$ cat config.mk
export PLATFORM = sky130hd
export DESIGN_NAME = gray_bcd_conv_arbiter
export DESIGN_NICKNAME = d
export VERILOG_FILES = /design/src/rtl/gray_bcd_conv_arbiter.sv
export SDC_FILE = /design/constraint.sdc
export NUM_CORES = 1
export LEC_CHECK = 0
export BUFFER_PORTS_ARGS = -buffer_cell sky130_fd_sc_hd__buf_2
export CELL_PAD_IN_SITES_DETAIL_PLACEMENT = 1
export CELL_PAD_IN_SITES_GLOBAL_PLACEMENT = 1
export CORE_ASPECT_RATIO = 1.2
export CORE_UTILIZATION = 35
export CTS_CLUSTER_DIAMETER = 30
export DETAILED_ROUTE_END_ITERATION = 10
export GPL_ROUTABILITY_DRIVEN = 0
export GPL_TIMING_DRIVEN = 0
export PLACE_DENSITY_LB_ADDON = 0.1
export SYNTH_ARGS = -nofsm -noshare
export SYNTH_HDL_FRONTEND = slang
export SYNTH_SLANG_ARGS = --single-unit
$ cat constraint.sdc
create_clock -name clk -period 2 [get_ports clk]
set_clock_uncertainty 0.2 [all_clocks]
set_input_delay 0.2 -clock clk [delete_from_list [all_inputs] [get_ports clk]]
set_output_delay 0.2 -clock clk [all_outputs]
set_load 0.03 [all_outputs]
$ cat src/rtl/gray_bcd_conv_arbiter.sv
// rtl/gray_bcd_conv_arbiter.sv - round-robin arbiter sharing one external Gray/BCD converter
//
// Purpose
//   NREQ clients share one combinational converter that lives outside this block.
//   A round-robin arbiter picks one request and registers its mode and operand
//   onto the converter inputs. The block then waits SETTLE cycles, captures the
//   5-bit converter result and returns it on a valid/ready response channel,
//   tagged with the id of the requester that owns it. Only one conversion is
//   outstanding at any time.
//
// Parameters
//   NREQ    number of requesters (>= 2)
//   SETTLE  cycles the converter inputs are held before capture (>= 1)
//   IDW     requester id width, clog2(NREQ)
//
// Ports
//   clk        in   1       system clock, rising edge
//   rst        in   1       asynchronous active-high reset
//   req_valid  in   NREQ    request pending, one bit per requester
//   req_mode   in   NREQ    per-requester mode: 1 = binary->Gray, 0 = Gray->BCD
//   req_code   in   4*NREQ  per-requester operand; requester i uses [4i+3:4i]
//   req_ready  out  NREQ    one-hot accept strobe, asserted in IDLE only
//   conv_btog  out  1       registered mode driven to the converter
//   conv_in    out  4       registered operand driven to the converter
//   conv_out   in   5       converter result
//   rsp_valid  out  1       response available
//   rsp_ready  in   1       consumer accepts the response
//   rsp_id     out  IDW     requester that owns the response
//   rsp_mode   out  1       mode of the conversion
//   rsp_data   out  5       captured conv_out
//   busy       out  1       high in every state except IDLE

module gray_bcd_conv_arbiter #(
    parameter int NREQ   = 2,
    parameter int SETTLE = 1,
    parameter int IDW    = $clog2(NREQ)
) (
    input  logic              clk,
    input  logic              rst,
    input  logic [NREQ-1:0]   req_valid,
    input  logic [NREQ-1:0]   req_mode,
    input  logic [4*NREQ-1:0] req_code,
    output logic [NREQ-1:0]   req_ready,
    output logic              conv_btog,
    output logic [3:0]        conv_in,
    input  logic [4:0]        conv_out,
    output logic              rsp_valid,
    input  logic              rsp_ready,
    output logic [IDW-1:0]    rsp_id,
    output logic              rsp_mode,
    output logic [4:0]        rsp_data,
    output logic              busy
);

    // Settle counter only needs to hold SETTLE-1.
    localparam int CW = $clog2(SETTLE + 1);

    typedef enum logic [1:0] {
        IDLE    = 2'd0,
        ISSUE   = 2'd1,
        CAPTURE = 2'd2,
        RESP    = 2'd3
    } state_t;

    state_t         state;
    logic [IDW-1:0] ptr;      // last requester served; scanning starts just above it
    logic [CW-1:0]  cnt;

    logic           found;
    logic [IDW-1:0] winner;
    logic           grant;
    int             scan_idx;

    // Round-robin pick: first valid requester at ptr+1, ptr+2, ... modulo NREQ.
    // The requester that was just served is visited last, which gives it the
    // lowest priority for the next round.
    always_comb begin
        found    = 1'b0;
        winner   = '0;
        scan_idx = 0;
        for (int k = 1; k <= NREQ; k++) begin
            scan_idx = int'(ptr) + k;
            if (scan_idx >= NREQ) begin
                scan_idx = scan_idx - NREQ;
            end
            if (!found && req_valid[scan_idx]) begin
                found  = 1'b1;
                winner = IDW'(scan_idx);
            end
        end
    end

    // Grant is offered only in IDLE. It is also masked while rst is high so
    // the strobe reads 0 during reset even though the state is already IDLE.
    assign grant     = (state == IDLE) && found && !rst;
    assign req_ready = grant ? (NREQ'(1) << winner) : '0;

    always_ff @(posedge clk or posedge rst) begin
        if (rst) begin
            state     <= IDLE;
            ptr       <= IDW'(NREQ - 1);
            cnt       <= '0;
            conv_btog <= 1'b0;
            conv_in   <= 4'd0;
            rsp_valid <= 1'b0;
            rsp_id    <= '0;
            rsp_mode  <= 1'b0;
            rsp_data  <= 5'd0;
            busy      <= 1'b0;
        end else begin
            case (state)
                IDLE: begin
                    // Converter inputs are written only here, so they stay
                    // frozen for the whole conversion whatever req_* does.
                    if (grant) begin
                        conv_btog <= req_mode[winner];
                        conv_in   <= req_code[{winner, 2'b00} +: 4];
                        rsp_id    <= winner;
                        ptr       <= winner;
                        cnt       <= CW'(SETTLE - 1);
                        busy      <= 1'b1;
                        state     <= ISSUE;
                    end
                end
                ISSUE: begin
                    // Loaded with SETTLE-1 and left at zero, so ISSUE spans
                    // exactly SETTLE cycles.
                    if (cnt != '0) begin
                        cnt <= cnt - CW'(1);
                    end else begin
                        state <= CAPTURE;
                    end
                end
                CAPTURE: begin
                    rsp_data  <= conv_out;
                    rsp_mode  <= conv_btog;
                    rsp_valid <= 1'b1;
                    state     <= RESP;
                end
                RESP: begin
                    // The handshake returns to IDLE only; a new grant is
                    // offered from the following cycle onward.
                    if (rsp_ready) begin
                        rsp_valid <= 1'b0;
                        busy      <= 1'b0;
                        state     <= IDLE;
                    end
                end
                default: begin
                    state <= IDLE;
                end
            endcase
        end
    end

endmodule

==> run metrics, run 1 <==
Antenna Cells=0; Clock Latency Late Sink=0.29 ns; DR iter-0 viols=19; Yosys warning count=0; Leak=0.6696 nW; Crit. End Element=output port; Post-synth EDFFs=0; switch share=42.63%; post-synth cell types=22; min setup slack post-route=0.06557 ns; top post-synthesis cells by count=dfrtp_1, mux2_2, a21boi_0, a221o_1, inv_1; critical path required time=1.60 ns; max-slew violations=0; minimum clock period=1.934 ns; IO Pins=36; vias in the first global route=875; FFs w/ async S/R, synth=100.0%; Vias=756; number of max-cap violations=0; Reg2Reg Depth=8; area leader, netlist=dfrtp_1; switching power=819.3 uW; power after layout=1.922 mW; Die Footprint=2584 sq um; Mapped Cells=66; dpl hpwl=1463 um; first-pass GRT wire length=3870 um; Fin Hold WS=0.08341 ns; final WL=2322 um; DRC errors left=0; status=complete, no violations; area grow syn2layout=58.17%; CTS tree=yes; drt pass-1 iters=3; R2R Setup Slk=0.12 ns; initial antenna violation count=0; FF-to-FF End=conv_in[3]; CTS Buf Count=3; Syn Std Cell Area=834.6 sq um; peak supply drop=915.5 uV; CP Max Fanout=4; critical path startpoint=state[1]; Yosys reg bits=17; num rows=19; Synth area leaders=dfrtp_1, mux2_2, a221o_1; Via-to-Cell Ratio=4.725; ys flop type=dfrtp_1; pin count of the biggest net entering global routing=18; max_slew headroom=57.68%; H-Tree Depth=1; chip height=55.49 um; Worst R2R Start=state[1]; DP Area=1049 sq um; Tcrit/Tclk final=96.72%; Combinational Power Share=58.6%; sequential area share after synthesis=51.12%; PD cells=1456 nW/um^2; final core occ=57.84%; Nets=154; kind of critical path=flip-flop to output port; setup violators final=0; grt ovf=0; # port buffers=35; power share of the sequential group=31.6%; net count after synthesis=90; Die X-Extent=46.58 um; clock buffer depth=2; final instance area=1320 sq um; most common cell in the netlist=dfrtp_1; FMAX=516.9 MHz; Hold WC Path Type=input pin to flip-flop; global-route usage over all layers=21.22%; Reg clk slew, reported paths=0.09 ns; Least-Margin Pin Slew=0.6341 ns; # clock sinks=17; CP endpoint=req_ready[1]; clock power share=9.8%; internal power=1.103 mW; Synth top area share=47.98%; layout cell share with drive strength beyond 1=50.39%; Routed WL per cell=14.51 um; Mapped Avg Cell Area=12.64 sq um; root buf cell=clkbuf_4; Fin. Hold Viols=0; CP Data Arrival Time=1.53 ns; Antenna Nets Post-Route=0; core box area=2282 sq um; pre-CTS setup slack=0.09146 ns; startpoint types=flip-flop; Initial Util=36.57%
-- cells in the final DEF (no fill, tap or decap), types with 3 or more instances in the layout --
master / n
buf_2: 33
dlygate4sd3_1: 17
dfrtp_1: 16
buf_4: 8
mux2_2: 7
a21boi_0: 5
a221o_1: 5
buf_6: 4
nand2_1: 3
inv_1: 3
ha_1: 3
clkbuf_4: 3
-- sequential cells by signal, indices dropped and copies added (netlist names) --
name,flops
rsp_mode,1
busy,1
conv_btog,1
rsp_data,5
state,2
rsp_id,1
ptr,1
conv_in,4
rsp_valid,1
-- timing repair --
item	4_1_cts	5_1_grt
buffers inserted	5	3
setup endpoints to repair	2	2
resized for setup	8	0
pin swaps	0	1
hold endpoints to repair	28	0
hold buffers	17	0
-- critical path, cell delays in order, from the launching register on --
cell,delay [ns]
dfrtp_1,0.37
inv_2,0.06
ha_4,0.16
nor2b_4,0.12
buf_6,0.11
and3_2,0.19
buf_6,0.11
buf_6,0.12
-- how the worst min path moves through the flow --
stage | start | endpoint | slack, ns | cells after the start
floorplan | rst | busy | -0.07 | 1
finish | req_valid[0] | busy | 0.08 | 4
global placement | rst | busy | 0.16 | 2
detailed placement | rst | busy | 0.16 | 2
CTS | req_valid[0] | busy | 0.08 | 4
global route | req_valid[0] | busy | 0.10 | 4
-- stage by stage --
step                setup TNS (ns)  std cells
floorplan                        0         66
global placement                 0        132
detailed placement               0        132
CTS                              0        158
global route            -0.0005796        160
finish                           0        160
-- power by group through the flow --
stage                     clock (mW)  combinational (mW)  sequential (mW)
after global routing           0.207                1.21            0.631
after global placement             0               0.935            0.605
after floorplan                    0               0.436            0.876
final                          0.188                1.13            0.608
after CTS                      0.191                1.09            0.610
after detailed placement           0               0.965            0.620
-- logic make-up (layout without fill, tap and decap cells) --
group / Yosys count / in the layout / synth area share [%]
compound gates: 17 / 17 / 16.49
flops: 17 / 17 / 51.12
simple gates: 10 / 10 / 8.546
buf+inv: 10 / 73 / 7.197
mux: 8 / 8 / 10.65
fa+ha+maj: 4 / 4 / 5.997
-- final cells by class --
type / instances / area (sq um)
Buffer: 4 / 30.03
Clock inverter: 1 / 5.005
Tap cell: 31 / 38.79
Fill cell: 263 / 962.2
Timing Repair Buffer: 60 / 417.9
Clock buffer: 3 / 22.52
Inverter: 5 / 18.77
Sequential cell: 17 / 426.7
Multi-Input combinational cell: 39 / 360.3
-- layer usage --
layer | part of all wire [%] | GRT usage, % | vias to the layer above
met5 | 0 | 0 | -
met4 | 1.5 | 8.824 | 0
met3 | 3.4 | 2.941 | 4
met2 | 58 | 40.08 | 20
met1 | 37 | 20.97 | 375
li1 | - | - | 357
No activity file was read; power rests on OpenSTA's default activity.
==> inputs of run 2 (changes only) <==
--- a/config.mk
+++ b/config.mk
@@ -15,6 +15,7 @@
 export GPL_ROUTABILITY_DRIVEN = 0
 export GPL_TIMING_DRIVEN = 0
 export PLACE_DENSITY_LB_ADDON = 0.1
+export SETUP_SLACK_MARGIN = 0.5
 export SYNTH_ARGS = -nofsm -noshare
 export SYNTH_HDL_FRONTEND = slang
 export SYNTH_SLANG_ARGS = --single-unit
==> constraint.sdc (replaced) <==
create_clock -name clk -period 2 [get_ports clk]
set_clock_uncertainty 0.2 [all_clocks]
set_input_delay 0.4 -clock clk [delete_from_list [all_inputs] [get_ports clk]]
set_output_delay 0.4 -clock clk [all_outputs]
set_load 0.03 [all_outputs]
==> run metrics, run 2 (synthesis gave the netlist of run 1 again) <==
number of max-cap violations=0 (unchanged); global-route usage over all layers=17.54% (-3.7 points); startpoint types=flip-flop; Crit. End Element=output port; FMAX=471.6 MHz (-8.8%); dpl hpwl=1407 um (-3.9%); failing checks=setup timing; PD cells=1625 nW/um^2 (+12%); IO Pins=36 (unchanged); Clock Latency Late Sink=0.29 ns (about the same); Initial Util=36.57% (unchanged); power after layout=2.105 mW (+9.5%); Least-Margin Pin Slew=0.6633 ns (+0.02923 ns); kind of critical path=flip-flop to output port; CP Data Arrival Time=1.52 ns (about the same); Tcrit/Tclk final=106.0% (+9.3 points); vias in the first global route=759 (-13%); Post-Layout Cell Count=150 (-6.3%); Post-CTS Hold Buffers=0 (-17); grt ovf=0 (unchanged); Nets=144 (-6.5%); Fin. Hold Viols=0 (unchanged); Leak=0.6538 nW (-2.4%); DR iter-0 viols=8 (-11); Routed WL per cell=14.07 um (-3.0%); final WL=2111 um (-9.1%); Via-to-Cell Ratio=4.873 (+3.1%); # clock sinks=17 (unchanged); initial antenna violation count=0 (unchanged); critical path startpoint=state[1]; max_slew headroom=55.73% (-2.0 points); dpl cells=132 (unchanged); core box area=2282 sq um (unchanged); CP Max Fanout=3 (-1); min setup slack post-route=-0.1205 ns (-0.1860 ns); setup violators final=2 (+2); chip height=55.49 um (unchanged); Vias=731 (-3.3%); max reg flops=5 (unchanged); minimum clock period=2.120 ns (+0.1860 ns); CTS tree=yes; pin count of the biggest net entering global routing=18 (unchanged); RSZ-0062 raised after global routing=yes; pre-CTS setup slack=-0.04550 ns (-0.1370 ns); most frequent cells in the layout=buf_2, dfrtp_1, buf_4; Die X-Extent=46.58 um (unchanged); Largest regs=rsp_data x5, conv_in x4, state x2; critical path required time=1.40 ns (-0.20 ns); max-slew violations=0 (unchanged); DRC errors left=0 (unchanged); drt pass-1 iters=4 (+1); layout cell share with drive strength beyond 1=63.87% (+13 points); commonest non-fill, non-tap cell in the layout=buf_2; area grow syn2layout=55.17%; clock buffer depth=2 (unchanged); Fillers=270 (+2.7%); H-Tree Depth=1 (unchanged); Largest Register=rsp_data; # port buffers=35 (unchanged); root buf cell=clkbuf_4; status=finished, violations left; peak supply drop=909.1 uV (-0.70%); TNS Setup=-0.2346 ns (-0.2346 ns); Reg clk slew, reported paths=0.10 ns (about the same); Antenna Nets Post-Route=0 (unchanged); first-pass GRT wire length=3284 um (-15%); Hold WC Path Type=input pin to asynchronous set/reset pin; Worst R2R Start=state[1]; num rows=19 (unchanged); CTS Buf Count=3 (unchanged); Antenna Cells=0 (unchanged); Die Footprint=2584 sq um (unchanged)
-- run 2: final cells by class --
class | count | area, sq um | area share, %
flip-flops and latches | 17 | 426.7 | 32.95
multi-input cells | 39 | 410.4 | 31.69
repair buffers | 49 | 314.1 | 24.25
plain buffers | 5 | 60.06 | 4.638
well taps | 31 | 38.79 | 2.995
clock buffers | 4 | 26.28 | 2.029
inverters | 5 | 18.77 | 1.449
-- run 2: worst paths after layout --
kind,end,cells after the start,slack (ns)
worst max-delay path,req_ready[0],7,-0.12
worst min-delay path,conv_in[0],2,0.02
worst max register to register,conv_in[2],9,0.08
worst min register to register,rsp_id,1,0.28
max in group asynchronous,state[1],2,1.15
min in group clk,rsp_data[2],2,0.13
-- run 2: repair_timing --
action	CTS	global route
endpoints found under the setup margin	16	22
setup buffers	9	5
pin swaps	2	1
cloned	0	0
gates resized for setup	15	12
-- run 2: layer usage --
layer	GRT usage, %	part of all wire [%]	vias up
li1	-	-	341
met1	21.79	41	363
met3	2.288	3.3	4
met4	7.563	1.4	0
met5	0	0	-
met2	28.97	55	23
-- run 2: report_power, final --
group	switching [mW]	internal (mW)
clock	0.113	0.0777
sequential	0.0930	0.519
combinational	0.657	0.645
total	0.863	1.24
-- run 2: through the flow --
stage	utilization [%]	area [sq um]	hold slack [ns]
final	56.74	1295	0.02005
after global routing	56.74	1295	0.07604
after CTS	53.34	1217	0.03779
after detailed placement	46.60	1064	0.2657
after global placement	46.60	1064	0.2530
after floorplan	-	849.6	0.1253
-- run 2: critical path: stages (launching register included) --
cell,delay [ns]
dfrtp_1,0.41
inv_2,0.08
ha_4,0.13
nor2b_4,0.13
buf_6,0.10
and3_4,0.17
buf_8,0.09
buf_6,0.12
==> inputs of run 3 (changes only) <==
--- a/config.mk
+++ b/config.mk
@@ -8,11 +8,11 @@
 export BUFFER_PORTS_ARGS = -buffer_cell sky130_fd_sc_hd__buf_2
 export CELL_PAD_IN_SITES_DETAIL_PLACEMENT = 1
 export CELL_PAD_IN_SITES_GLOBAL_PLACEMENT = 1
-export CORE_ASPECT_RATIO = 1.2
+export CORE_ASPECT_RATIO = 0.75
 export CORE_UTILIZATION = 35
 export CTS_CLUSTER_DIAMETER = 30
 export DETAILED_ROUTE_END_ITERATION = 10
-export GPL_ROUTABILITY_DRIVEN = 0
+export GPL_ROUTABILITY_DRIVEN = 1
 export GPL_TIMING_DRIVEN = 0
 export PLACE_DENSITY_LB_ADDON = 0.1
 export SETUP_SLACK_MARGIN = 0.5
==> run metrics, run 3 (synthesis gave the netlist of run 1 again) <==
first-pass GRT wire length=3891 um (+18%); Routed WL per cell=22.60 um (+61%); Critical-path top delay cell=dfrtp_1; switching power=1.132 mW (+31%); Reg2Reg Depth=9 (unchanged); layout cell share with drive strength beyond 1=70.00% (+6.1 points); Nets=155 (+7.6%); final core occ=70.90% (+14 points); kind of critical path=flip-flop to output port; crit-path max cell delay=0.42 ns (about the same); max reg flops=5 (unchanged); internal power=1.567 mW (+26%); Top delay family on crit path=buffers and inverters; Fin Hold WS=0.004324 ns (-0.01572 ns); final instance area=1503 sq um (+16%); Vias=819 (+12%); Crit. End Element=output port; power after layout=2.699 mW (+28%); Antenna Cells=0 (unchanged); setup violators final=4 (+2); core box area=2120 sq um (-7.1%); grt ovf=0 (unchanged); Reg clk slew, reported paths=0.11 ns (about the same); num rows=14 (-5); switch share=41.94% (+0.94 points); Tcrit/Tclk final=110.8% (+4.8 points); min setup slack post-route=-0.2155 ns (-0.09507 ns); CTS tree=yes; Via-to-Cell Ratio=5.056 (+3.7%); pre-CTS setup slack=-0.04936 ns (-0.003866 ns); IO Pins=36 (unchanged); DRC errors left=0 (unchanged); CP bufs+invs=4 (unchanged); number of max-cap violations=0 (unchanged); failing checks=setup timing; critical path startpoint=state[0]; drt pass-1 iters=4 (unchanged); Largest regs=rsp_data x5, conv_in x4, state x2; cells along the critical path=inv_2, ha_4, nor2b_4, buf_6, and3_4, buf_8, buf_6; max_slew headroom=56.98% (+1.2 points); Initial Util=39.37% (+2.8 points); Post-Layout Cell Count=162 (+8.0%); Post-CTS Hold Buffers=0 (unchanged); dpl cells=133 (+0.76%); Combinational Power Share=68.2% (+6.3 points); H-Tree Depth=1 (unchanged); Leak=0.7598 nW (+16%); DP Area=1065 sq um (+0.12%); peak supply drop=992.2 uV (+9.1%); # port buffers=35 (unchanged); Crit path top cell by count=buf_6; RSZ-0062 raised after global routing=yes; Antenna Nets Post-Route=0 (unchanged); root buf cell=clkbuf_4; Largest Register=rsp_data; Clock Latency Late Sink=0.31 ns (+0.02 ns); CP endpoint=req_ready[0]; critical path required time=1.40 ns (about the same); minimum clock period=2.216 ns (+0.09506 ns); CP Max Fanout=4 (+1); WP depth=7 (unchanged); chip height=44.29 um (-20%); DR iter-0 viols=18 (+10); status=finished, violations left; area grow syn2layout=80.06%; max-slew violations=0 (unchanged); startpoint types=flip-flop; power share of the sequential group=24.4% (-4.7 points); TNS Setup=-0.4477 ns (-0.2131 ns); # clock sinks=17 (unchanged); vias in the first global route=781 (+2.9%); Die X-Extent=58.39 um (+25%); FMAX=451.4 MHz (-4.3%); dpl hpwl=1500 um (+6.6%); FF-to-FF End=conv_in[0]; commonest non-fill, non-tap cell in the layout=buf_2; clock power share=7.5% (-1.5 points); CP Data Arrival Time=1.62 ns (+0.10 ns); Fin. Hold Viols=0 (unchanged); Die Footprint=2586 sq um (about the same); CTS Buf Count=3 (unchanged); final WL=3662 um (+73%); Worst R2R Start=state[1]; PD cells=1796 nW/um^2 (+10%); initial antenna violation count=0 (unchanged); Least-Margin Pin Slew=0.6446 ns (-0.01873 ns); Hold WC Path Type=input pin to asynchronous set/reset pin; global-route usage over all layers=21.03% (+3.5 points); pin count of the biggest net entering global routing=18 (unchanged); R2R Setup Slk=-0.01 ns (-0.09 ns); final RePlAce weighted congestion=0.6781; most frequent cells in the layout=buf_2, buf_6, buf_4; clock buffer depth=2 (unchanged)
[run 3: cell count changes in the layout (fill, tap and decap cells not counted), moves of 5 or more]
cell,delta
buf_6,+13
buf_2,-8
mux2_2,-6
mux2_4,+6
buf_4,+5
[run 3: final cells by class]
cell class	count	area [sq um]
buffer	5	60.06
clock buffer	3	22.52
clock inverter	1	5.005
fill	214	616.8
inverter	5	21.27
multi-input combinational	39	461.7
sequential	17	426.7
tap	32	40.04
timing repair buffer	60	465.4
[run 3: timing repair]
item / CTS / global route
setup endpoints to repair: 19 / 28
resized for setup: 23 / 42
setup buffers: 9 / 16
cloned: 0 / 0
pin swaps: 3 / 5
[run 3: power by group through the flow]
stage	Combinational (mW)	Clock, mW	Sequential [mW]
after floorplan	0.449	0	0.877
after global placement	0.945	0	0.612
after detailed placement	0.981	0	0.615
after CTS	1.26	0.195	0.612
after global routing	1.90	0.222	0.667
final	1.84	0.202	0.658
[run 3: how the worst min path moves through the flow]
stage | endpoint | start | slack [ns] | depth (start not counted)
floorplan | busy | rst | 0.13 | 1
global placement | rsp_id | rsp_id | 0.27 | 1
detailed placement | rsp_id | rsp_id | 0.28 | 1
CTS | rsp_data[1] | rst | 0.04 | 2
global route | conv_btog | rst | 0.05 | 2
finish | rsp_data[0] | rst | 0.004 | 2
[run 3: per-layer routing]
metal  wire [um]  vias up  part of all wire (%)  GRT usage [%]
met4         140        0                   3.8          5.714
li1            -      360                     -              -
met5           0        -                     0              0
met3         179       14                   4.9          5.556
met2        1904       35                    52          34.71
met1        1438      410                    39          27.70
